--- config.mk ---
export PLATFORM = sky130hd
export DESIGN_NAME = f_pc_predictor
export DESIGN_NICKNAME = d
export VERILOG_FILES = /design/src/rtl/f_pc_predictor.sv
export SDC_FILE = /design/constraint.sdc
export NUM_CORES = 1
export LEC_CHECK = 0
export ABC_AREA = 1
export CAP_MARGIN = 10
export CORE_MARGIN = 2
export CORE_UTILIZATION = 29
export DETAILED_ROUTE_END_ITERATION = 16
export GPL_ROUTABILITY_DRIVEN = 0
export MAX_ROUTING_LAYER = met4
export PLACE_DENSITY = 0.45
export SYNTH_ARGS = -nofsm -noshare
export SYNTH_HDL_FRONTEND = slang
export SYNTH_SLANG_ARGS = --single-unit
--- constraint.sdc ---
create_clock -name clk -period 12.6 [get_ports clk]
set_input_delay 2.52 -clock clk [delete_from_list [all_inputs] [get_ports clk]]
set_output_delay 2.52 -clock clk [all_outputs]
set_load 0.1 [all_outputs]
--- src/rtl/f_pc_predictor.sv ---
// f_pc_predictor: fetch-stage next-PC predictor with a circular return-address stack.
// Jumps and calls are predicted taken. Returns pop the RAS. Later-stage redirects
// (ret_resolve_i over mispredict_i) override stall and bubble.
// Ports:
//   clk, rst                 clock, synchronous active-high reset
//   stall_i, f_valid_i       hold PC/RAS when stalled or on a bubble
//   f_icode_i, f_valC_i,
//   f_valP_i                 fetched instruction fields
//   mispredict_i/_pc_i       jump resolved not-taken, with the correct PC
//   ret_resolve_i/ret_pc_i   ret completed, with the architectural return address
//   F_predPC_o               registered predicted PC
//   ras_count_o, ras_empty_o RAS occupancy
//   ras_overflow_o           one-cycle pulse when a push overwrote the oldest entry
module f_pc_predictor #(
    parameter int unsigned         ADDR_W    = 48,
    parameter int unsigned         RAS_DEPTH = 8,
    parameter logic [ADDR_W-1:0]   RESET_PC  = '0
) (
    input  logic                             clk,
    input  logic                             rst,
    input  logic                             stall_i,
    input  logic                             f_valid_i,
    input  logic [3:0]                       f_icode_i,
    input  logic [ADDR_W-1:0]                f_valC_i,
    input  logic [ADDR_W-1:0]                f_valP_i,
    input  logic                             mispredict_i,
    input  logic [ADDR_W-1:0]                mispredict_pc_i,
    input  logic                             ret_resolve_i,
    input  logic [ADDR_W-1:0]                ret_pc_i,
    output logic [ADDR_W-1:0]                F_predPC_o,
    output logic [$clog2(RAS_DEPTH+1)-1:0]   ras_count_o,
    output logic                             ras_empty_o,
    output logic                             ras_overflow_o
);

    localparam int unsigned PTR_W = $clog2(RAS_DEPTH);
    localparam int unsigned CNT_W = $clog2(RAS_DEPTH + 1);

    localparam logic [3:0] IJXX  = 4'h7;
    localparam logic [3:0] ICALL = 4'h8;
    localparam logic [3:0] IRET  = 4'h9;

    logic [ADDR_W-1:0] pc_q, pc_d;
    logic [PTR_W-1:0]  top_q, top_d;
    logic [CNT_W-1:0]  cnt_q, cnt_d;
    logic              ovf_q, ovf_d;
    logic              push_en;

    logic [ADDR_W-1:0] ras_q [RAS_DEPTH];

    // Next-PC selection and RAS pointer/count update
    always_comb begin
        pc_d    = pc_q;
        top_d   = top_q;
        cnt_d   = cnt_q;
        ovf_d   = 1'b0;
        push_en = 1'b0;

        if (ret_resolve_i) begin
            pc_d = ret_pc_i;
        end else if (mispredict_i) begin
            pc_d = mispredict_pc_i;
        end else if (!stall_i && f_valid_i) begin
            case (f_icode_i)
                IJXX: begin
                    pc_d = f_valC_i;
                end
                ICALL: begin
                    pc_d    = f_valC_i;
                    push_en = 1'b1;
                    top_d   = top_q + PTR_W'(1);
                    // Full stack: the new top lands on the oldest entry
                    if (cnt_q == CNT_W'(RAS_DEPTH)) begin
                        ovf_d = 1'b1;
                    end else begin
                        cnt_d = cnt_q + CNT_W'(1);
                    end
                end
                IRET: begin
                    if (cnt_q != '0) begin
                        pc_d  = ras_q[top_q];
                        top_d = top_q - PTR_W'(1);
                        cnt_d = cnt_q - CNT_W'(1);
                    end else begin
                        pc_d = f_valP_i;
                    end
                end
                default: begin
                    pc_d = f_valP_i;
                end
            endcase
        end
    end

    // Control state registers
    always_ff @(posedge clk) begin
        if (rst) begin
            pc_q  <= RESET_PC;
            top_q <= '0;
            cnt_q <= '0;
            ovf_q <= 1'b0;
        end else begin
            pc_q  <= pc_d;
            top_q <= top_d;
            cnt_q <= cnt_d;
            ovf_q <= ovf_d;
        end
    end

    // RAS storage; contents survive reset, only pointer and count are cleared
    always_ff @(posedge clk) begin
        if (!rst && push_en) begin
            ras_q[top_d] <= f_valP_i;
        end
    end

    assign F_predPC_o     = pc_q;
    assign ras_count_o    = cnt_q;
    assign ras_empty_o    = (cnt_q == '0);
    assign ras_overflow_o = ovf_q;

endmodule

# ---- Yosys cells after proc, flatten, opt, wreduce, memory -nomap -nowiden
# Memories as Yosys holds them, arrays and structs flattened. A register that Yosys moved wholly into a read port is not among the register bits.
# Cells that the tools add are included.
dict set report totals {
  register_bits 56
  latchBits 0
  ram_bits 384
  mem_bits_ro 0
  input_bits 202
  out_inout_bits 54
  word_cells 51
  memories 1
}
# name words word_bits rd rd_ports_with_merged_regs wr line_no
set memory_table {}
lappend memory_table {ras_q 8 48 1 1 1 49} ;# logic [ADDR_W-1:0] ras_q [RAS_DEPTH];
dict set report classes {
  add_sub_neg 4
  mul 0
  n_div 0
  magnitude_cmp 0
  eq_ne 6
  n_shift 0
  muxes 21
  n_bitwise 4
  reduce_logical 11
}
# operator n
set op_table {}
lappend op_table {{$mux W48} 4}
lappend op_table {{$pmux W48 S2} 1}
lappend op_table {{$mux W3} 5}
lappend op_table {{$eq A4 B4 Y1 const B} 3}
lappend op_table {{$mux W4} 2}
lappend op_table {{$pmux W4 S2} 1}
lappend op_table {{$mux W1} 7}
lappend op_table {{$pmux W3 S2} 1}
lappend op_table {{$reduce_and A6 Y1} 1}
lappend op_table {{$reduce_or A5 Y1} 1}
lappend op_table {{$add A4 B1 Y4 const B} 1}
lappend op_table {{$eq A4 B3 Y1 const B} 1}
lappend op_table {{$logic_not A4 Y1} 1}
lappend op_table {{$ne A2 B2 Y1 const B} 2}
lappend op_table {{$not A1 Y1} 4}
lappend op_table {{$reduce_bool A4 Y1} 1}
lappend op_table {{$sub A4 B1 Y4 const B} 1}
lappend op_table {{$add A3 B1 Y3 const B} 1}
lappend op_table {{$reduce_bool A3 Y1} 1}
lappend op_table {{$sub A3 B1 Y3 const B} 1}
lappend op_table {{$logic_and A1 B1 Y1} 2}
lappend op_table {{$logic_not A1 Y1} 2}
lappend op_table {{$reduce_bool A2 Y1} 1}
lappend op_table {{$reduce_or A2 Y1} 1}

# ---- Longest topological paths before layout
dict set report depth {
  word_depth 8
  ltp_mapped 13
}

# ---- Worst setup path after synthesis
# No wires, ideal clock.
dict set report synth_timing {
  path_kind {input to register}
  from {input mispredict_i}
  to {memory ras_q[2][0], enable pin}
  setup_time_ns 0.513
  t_arrival_ns 6.727
  required_time_ns 12.087
  setup_slack_ns 5.360
  path_stages 10
  n_path_buf 1
  cell_sequence {buf_2 > nor2_4 > nand2_2 > nor2_2 > nand2_1 > a21oi_1 > o21ai_1 > o21ai_1 > inv_2 > nor3_1}
}
dict set report synth_via {
  elab_chain_cells 5
  elab_cells_between_ends 7
  classes_between {mux: 6; reduce/logical: 1}
}
# element line_no
set synth_rtl {}
lappend synth_rtl {{start, declared} 26} ;# input logic mispredict_i,
lappend synth_rtl {{$mux W1} 61} ;# end else if (mispredict_i) begin
lappend synth_rtl {{$mux W1} 59} ;# if (ret_resolve_i) begin
lappend synth_rtl {{$logic_and A1 B1 Y1} 112} ;# if (!rst && push_en) begin
lappend synth_rtl {{$mux W1} 112}
lappend synth_rtl {{$mux W1 (not written as such)} 113} ;# ras_q[top_d] <= f_valP_i;
lappend synth_rtl {{end, declared} 49}
# Several ways; a longest one is shown, not always the timed one.

# ---- Final worst setup path
dict set report layout_timing {
  from {input f_icode_i[1]}
  to {memory ras_q[5][25], enable pin}
}
dict set report layout_via {
  elab_chain_cells 8
  elab_cells_between_ends 13
  classes_between {eq/ne: 2; mux: 10; reduce/logical: 1}
}
# element line_no
set layout_rtl {}
lappend layout_rtl {{start, declared} 23} ;# input logic [3:0] f_icode_i,
lappend layout_rtl {{$eq A4 B4 Y1} 64} ;# case (f_icode_i)
lappend layout_rtl {{$mux W1} 64}
lappend layout_rtl {{$mux W1} 63} ;# end else if (!stall_i && f_valid_i) begin
lappend layout_rtl {{$mux W1} 61}
lappend layout_rtl {{$mux W1} 59}
lappend layout_rtl {{$logic_and A1 B1 Y1} 112}
lappend layout_rtl {{$mux W1} 112}
lappend layout_rtl {{$mux W1 (not written as such)} 113}
# Several ways; a longest one is shown, not always the timed one.

==> out/summary.txt <==
Top-count cell post-synth = nor2_1
Post_cts resized = 0
Prevailing post-synth register cell = edfxtp_1
Final period util = 47.0%
Number of detailed-route iterations in the first pass = 5
HP Class = flop to flop
Clock-pin slew on the worst setup and hold paths = 60 ps
Fill cells = 6494
Initial antenna violation count = 1
Crit path from = f_icode_i[1]
Largest net degree at the start of global routing = 107
Core area = 66000 µm²
Top cell type's share of synthesized area = 59.5%
GRT Total Usage = 17.5%
Top cells by area, synth = edfxtp_1, nor2_1, nand2_1
Ys async rst share = 0%
Share of cells above drive strength 1 = 8.01%
IO Count = 256
Sequential share of power = 47.2%
Net Switching = 0.000821 W
Max cap viols = 0
Final Hold Fails = 0
Tmin final = 5920 ps
Total Power = 0.00340 W
Clock network power share = 43.5%
Register area = 12700 µm²
Vias in the first global route = 14600
Max Freq = 169 MHz
Worst setup path class = input pin to flop
Setup slack, reg-to-reg = 7910 ps
Post-synthesis register bit count = 440
Mapped cell area = 19400 µm²
Global-route wire length before repair = 90600 µm
Leak Pwr = 8.50 nW
Die H = 262 µm
Unique masters post-synth = 37
Area of the multi-input gates = 5840 µm²
Hold depth = 2
Syn nets = 2101
Num rows = 94
CTS sink cnt = 440
WL final = 59100 µm
Switching Share = 24.2%
Required time worst endpoint = 12820 ps
Slew Limit Fails = 0
RSZ-0062 raised after global routing = false
Setup TNS = 0 ps
Initial Utilization = 29.4%
Post-CTS Setup Bufs = 0
Slew @ Worst Pin = 1070 ps
Hold endpoint = F_predPC_o[21]
CTS H-tree depth = 2
Clock skew = 18.8 ps
Maximum vdd drop = 0.103 mV
HPWL after detailed placement = 35700 µm
Antenna Violating Nets Remaining = 0
Final #Nets = 2312
Max FO, Critical Path = 49
RR Endpoint = ras_q[5][25]
Most frequent cells after synthesis = nor2_1, edfxtp_1, nand2_1
TritonCTS buffer count = 52
Port-buffer cells = 255
Area delta synth->final = 25.3%
WL per Instance = 19.6 µm
Proportion of power drawn by combinational gates = 9.3%
Bufs on Longest Clock Path = 3
Total congestion overflow = 0
CP arrival = 6130 ps
Cell depth of the worst flop-to-flop path = 10
Number of flops mapped to enable cells by yosys = 384
Worst setup EP type = flop
Starting DRT DRC Count = 952
Die X = 262 µm
Setup crit start kind = input pin
Syn avg cell area = 10.2 µm²
Mapped Cells = 1894
Cell taking the most area after synthesis = edfxtp_1
Seq/Total Area, Yosys = 65.3%
CTS Hold Bufs = 0
Ys Warns = 0
Root Buffer = clkbuf_16
Int Pwr = 0.00257 W
Drt via density = 4.75
Clk Latency, worst-skew pair = 590 ps
Die area = 68900 µm²
Pwr dens = 140 nW/µm²
RR Startpoint = top_q[1]
DRC viols = 0
Setup Viol. Count Final = 0
Via count = 14300
Min-delay src = F_predPC_o[21]
Max transition margin = 28.4%
TritonCTS clock tree = yes
Status = complete, no violations
[worst max-delay path: stages]
cell and delay [ps]:
clkdlybuf4s50_1 540, inv_2 80, nand2_1 100, nor2_4 80, nand2_4 110, clkinv_2 770, o21ai_1 380, o21ai_1 220
inv_2 160, nand2_1 140, nor2_4 420, buf_4 570
[power by group through the flow]
stage / Clock [W] / Combinational [W] / Sequential, W
3_5_place_dp: 0 / 0.000319 / 0.00163
4_1_cts: 0.00152 / 0.000320 / 0.00160
6_report: 0.00148 / 0.000315 / 0.00160
3_3_place_gp: 0 / 0.000318 / 0.00163
2_1_floorplan: 0 / 0.0000789 / 0.00173
5_1_grt: 0.00157 / 0.000337 / 0.00160
[per-layer routing]
metal,vias up,global-route usage (%),wire length [µm]
li1,6964,-,-
met1,6930,22.4,26700
met2,351,29.3,28700
met3,77,2.88,2680
met4,0,3.91,1060
met5,-,-,0
[cell type report]
type,instances,share of cell area [%]
Antenna cell,1,0.0103
Clock buffer,67,5.80
Clock inverter,29,1.11
Inverter,70,1.11
Multi-Input combinational cell,1261,24.1
Sequential cell,440,52.2
Tap cell,864,4.46
Timing Repair Buffer,280,11.3
[per-stage QoR]
stage	hold WS [ps]	util, %	cells	setup WS (ps)	instance area, µm²
floorplan	707	-	1894	5360	19400
global placement	455	34.2	2915	6100	22600
detailed placement	459	34.2	2915	6010	22600
CTS	470	36.8	3011	6630	24300
global route	491	36.8	3012	6390	24300
finish	470	36.8	3012	6680	24300
[flip-flops by register name (all words and copies together), names as in the netlist]
signal,cells
ras_overflow_o,1
ras_count_o,4
ras_q,384
top_q,3
F_predPC_o,48
[cell usage in the layout, fill, tap and decap left out, types with 4 or more instances in the layout]
cell type and count:
clkbuf_8 5, buf_4 25, clkbuf_1 10, edfxtp_1 384, or2_2 16, clkbuf_16 52, o211ai_1 63, nor2_4 7
clkinv_2 7, clkdlybuf4s50_1 253, nor2_1 407, ha_1 4, nor3_2 4, nand2_1 305, o21ai_1 65, o21ai_0 117
bufinv_16 4, dfxtp_1 53, clkinvlp_4 5, a21oi_2 19, nand3_1 130, inv_1 60, nand2_2 4, inv_2 7
clkinv_1 11, a21oi_1 100
[worst max path at each step]
stage / endpoint / slack (ps) / cells after the start
2_1_floorplan: ras_q[2][0] / 5360 / 10
3_3_place_gp: ras_q[5][27] / 6100 / 12
3_5_place_dp: ras_q[5][27] / 6010 / 12
4_1_cts: ras_q[5][12] / 6630 / 12
5_1_grt: ras_q[5][25] / 6390 / 12
6_report: ras_q[5][25] / 6680 / 12
[kinds of logic after synthesis]
logic type	Yosys count	share of synthesized area, %
flip-flops	440	65.3
AND/OR/NAND/NOR	884	18.5
adder cells (fa/ha/maj)	5	0.362
XOR/XNOR	3	0.136
buffers and inverters	193	4.84
AO/OA/AOI/OAI	369	10.8
(Power assumes the default switching activity.)
==> RTL edit 1: new RTL, config.mk and constraints unchanged <==
Set the parameter `RAS_DEPTH` to 4 (it was 8).
--- a/src/rtl/f_pc_predictor.sv
+++ b/src/rtl/f_pc_predictor.sv
@@ -13,7 +13,7 @@
 //   ras_overflow_o           one-cycle pulse when a push overwrote the oldest entry
 module f_pc_predictor #(
     parameter int unsigned         ADDR_W    = 48,
-    parameter int unsigned         RAS_DEPTH = 8,
+    parameter int unsigned         RAS_DEPTH = 4,
     parameter logic [ADDR_W-1:0]   RESET_PC  = '0
 ) (
     input  logic                             clk,
Ports: changed (resized ras_count_o); port bits go from 256 to 255. The function was not compared with the original's and may differ.
==> RTL edit 1 against the original RTL <==
  * Cell area is 37% lower
  * Synthesized area is 41% lower
  * Global-route usage is 0.95 points higher
  * Setup slack better by 0.38 ns
  * Routed wire length is 37% lower
  * Synthesized cell count is 30% lower
  * Critical path type unchanged
  * Sequential cell count is 194 lower
  * Power is 41% lower
==> RTL edit 1: results <==
power_and_ir_drop:
  switchingPower_uw: 542
  ir_drop_uv: 89.5
  internal-power_uw: 1480
  p_leak_uw: 0.00601
layout:
  fillerInstances: 3924
  fin_nets: 1736
  largest_reg_flops: 192
setup_path:
  rrSetupSlack_ns: 9.03
  critPathArrivalTime_ns: 5.73
  rr_endpoint: "ras_q[0][31]"
  reg2reg_from: "ras_count_o[2]"
  crit_start: "f_icode_i[2]"
  slowest_delay_ns: 0.67
  path_max_fanout: 30
clock_tree:
  insertion_delay_ns: 0.56
  htreeDepth: 1
  numCtsBuffers: 30
sta:
  fin_skew_ns: 0.0155
  tightest_slew_ns: 1.05
  fin_ws_ns: 7.07
grt:
  antenna_found_initial: 2
  grt_pass1_wl_mm: 57.4
  track_usage_pct: 18.5
  grt_pass1_vias: 9763
  grt_max_degree: 91
place:
  dpl.cell_count: 2019
  portBuffers: 254
  place_ws_ns: 6.49
  placed_area_um2: 14400
status:
  status: "finished, final reports clean"
synthesis:
  synth_cell_types: 29
  synth_edf_count: 192
  synth_xor_xnor_area_share_pct: 0.153
  synth_fa_ha_area_share_pct: 0.175
  synth_commonest_cells: "nand2_1 (489), edfxtp_1 (192), a21oi_1 (139), nor2_1 (109), nand3_1 (76)"
worst_hold_path:
  hp-start: "F_predPC_o[14]"
detailed_routing:
  met2_length_mm: 17.2
  m1WireLength_mm: 17.2
  wire_per_inst_um: 18.1
==> RTL edit 1: changes by cell type in the layout (fill, tap and decap cells not counted), moves of 7 or more <==
cell       unedited run  this run
o22ai_1               1        20
clkinv_1             11         4
nand3_1             130        76
edfxtp_1            384       192
o211ai_1             63         3
a21oi_2              19         0
o21ai_0             117        58
nor2_1              407       104
nand2_1             305       489
o21ai_1              65         7
buf_4                25        17
or2_2                16         0
clkbuf_16            52        30
a21oi_1             100       139
==> RTL edit 1: worst min-delay path by stage <==
stage                     end  slack, ns
2_1_floorplan   F_predPC_o[0]       0.72
3_3_place_gp   F_predPC_o[14]       0.45
3_5_place_dp   F_predPC_o[40]       0.46
4_1_cts        F_predPC_o[40]       0.47
5_1_grt        F_predPC_o[10]       0.48
6_report       F_predPC_o[14]       0.46
==> RTL edit 1: cell type report <==
class | instances | area, um2 | area share, %
Antenna cell | 2 | 5.00 | 0.0326
Inverter | 66 | 249 | 1.62
Multi-Input combinational cell | 919 | 3980 | 25.9
Tap cell | 518 | 648 | 4.22
Clock inverter | 20 | 174 | 1.13
Sequential cell | 246 | 6850 | 44.7
Clock buffer | 36 | 783 | 5.10
Timing Repair Buffer | 270 | 2660 | 17.3
==> RTL edit 1: logic make-up (layout without fill, tap and decap cells) <==
logic type                 Yosys count  after routing
DFF                                246            246
adders and majority gates            1              1
xor gates and xnor gates             2              2
and+or+nand+nor                    688            688
other                                0              2
AOI/OAI and AO/OA                  228            228
buffers and inverters              152            392
==> RTL edit 1: metal layers <==
metal / track usage, % / vias up
met5: - / -
met2: 29.6 / 307
li1: - / 4812
met1: 24.2 / 4394
met4: 4.43 / 0
met3: 3.40 / 47
==> RTL edit 2: new RTL, same settings <==
Made on the original files. Remove the register `ovf_q`: a continuous assignment takes its place, so the output `ras_overflow_o` follows one clock earlier.
--- a/src/rtl/f_pc_predictor.sv
+++ b/src/rtl/f_pc_predictor.sv
@@ -98,14 +98,14 @@
             pc_q  <= RESET_PC;
             top_q <= '0;
             cnt_q <= '0;
-            ovf_q <= 1'b0;
         end else begin
             pc_q  <= pc_d;
             top_q <= top_d;
             cnt_q <= cnt_d;
-            ovf_q <= ovf_d;
         end
     end
+
+    assign ovf_q = ovf_d;
 
     // RAS storage; contents survive reset, only pointer and count are cleared
     always_ff @(posedge clk) begin
Formal check against the unedited RTL: same outputs for any inputs over 4 cycles, from zero or initial values and one cycle with rst high; that may be too few to reach the edited logic, so the function may still have changed.
==> RTL edit 2 against the original RTL <==
  * Synthesized area grew 0.57%
  * Setup slack worse by 1.4 ns
  * Routed wire length up 8.0%
  * Clock power shrank 4%
  * Sequential cell count shrank 1
  * Cell area rose by 0.15%
  * Critical path depth fell by 6
  * Power fell by 1.7%
  * Core utilization down 0.40 points
  * Critical endpoint is now ras_overflow_o
==> RTL edit 2: results <==
status:
  status: "finished, final reports clean"
synthesis:
  synth_cell_types: 32
  synth_compound_gate_area_share_pct: 10.3
  synth_fa_ha_area_share_pct: 0.360
  synth_nets: 2172
  synth_commonest_cells: "nand2_1 (451), edfxtp_1 (384), nor2_1 (349), o21ai_0 (149), nand3_1 (102)"
  synth.top_cells.by_area: "edfxtp_1 (59%), nand2_1 (8.7%), nor2_1 (6.7%)"
clock_tree:
  numCtsBuffers: 50
detailed_routing:
  drt_iter0_drc: 948
  wire_per_inst_um: 20.7
  met2_length_mm: 32.1
  met3WireLength_mm: 2.94
  m1WireLength_mm: 27.3
setup_path:
  rr_endpoint: "ras_q[7][42]"
  rrSetupSlack_ns: 8.55
  critPathArrivalTime_ns: 4.78
  worstRegToRegCells: 8
  reg2reg_from: "top_q[0]"
  crit_start: "f_icode_i[3]"
  path_max_fanout: 3
place:
  dpl.cell_count: 2993
  dp_hpwl_mm: 37.2
  placed_area_um2: 22700
layout:
  fin_nets: 2379
  final_cells: 3084
sta:
  fin_skew_ns: 0.0210
grt:
  met3_usage_pct: 2.46
  grt_pass1_vias: 14604
  gr-usage-met1_pct: 23.3
  antenna_found_initial: 2
  use_met2_pct: 32.2
  track_usage_pct: 18.8
  grt_pass1_wl_mm: 95.2
power_and_ir_drop:
  p_leak_uw: 0.00877
worst_hold_path:
  hp-start: "F_predPC_o[3]"
## RTL edit 2: power breakdown
part           internal, uW  switching [uW]
sequential             1590            7.37
combinational           107             210
clock                   830             592
total                  2530             809
## RTL edit 2: how the worst max path moves through the flow
stage | endpoint | slack (ns) | depth (start not counted)
finish | ras_overflow_o | 5.30 | 6
global route | ras_overflow_o | 5.12 | 7
CTS | ras_overflow_o | 5.30 | 8
detailed placement | ras_overflow_o | 5.30 | 8
global placement | ras_overflow_o | 5.31 | 7
floorplan | ras_q[0][0] | 5.45 | 10
## RTL edit 2: area by class of cell
cell class,count,area (um2)
Clock inverter,20,201
Timing Repair Buffer,281,2740
Inverter,102,387
Multi-Input combinational cell,1298,5880
Clock buffer,69,1350
Tap cell,873,1090
Sequential cell,439,12600
Fill cell,6754,42500
Antenna cell,2,5.00
## RTL edit 2: critical path: stages
cell             delay (ns)
clkdlybuf4s50_1        0.52
nand2_2                0.10
nor2_1                 0.26
nand2_1                0.12
nor2_1                 0.12
clkdlybuf4s50_1        1.14
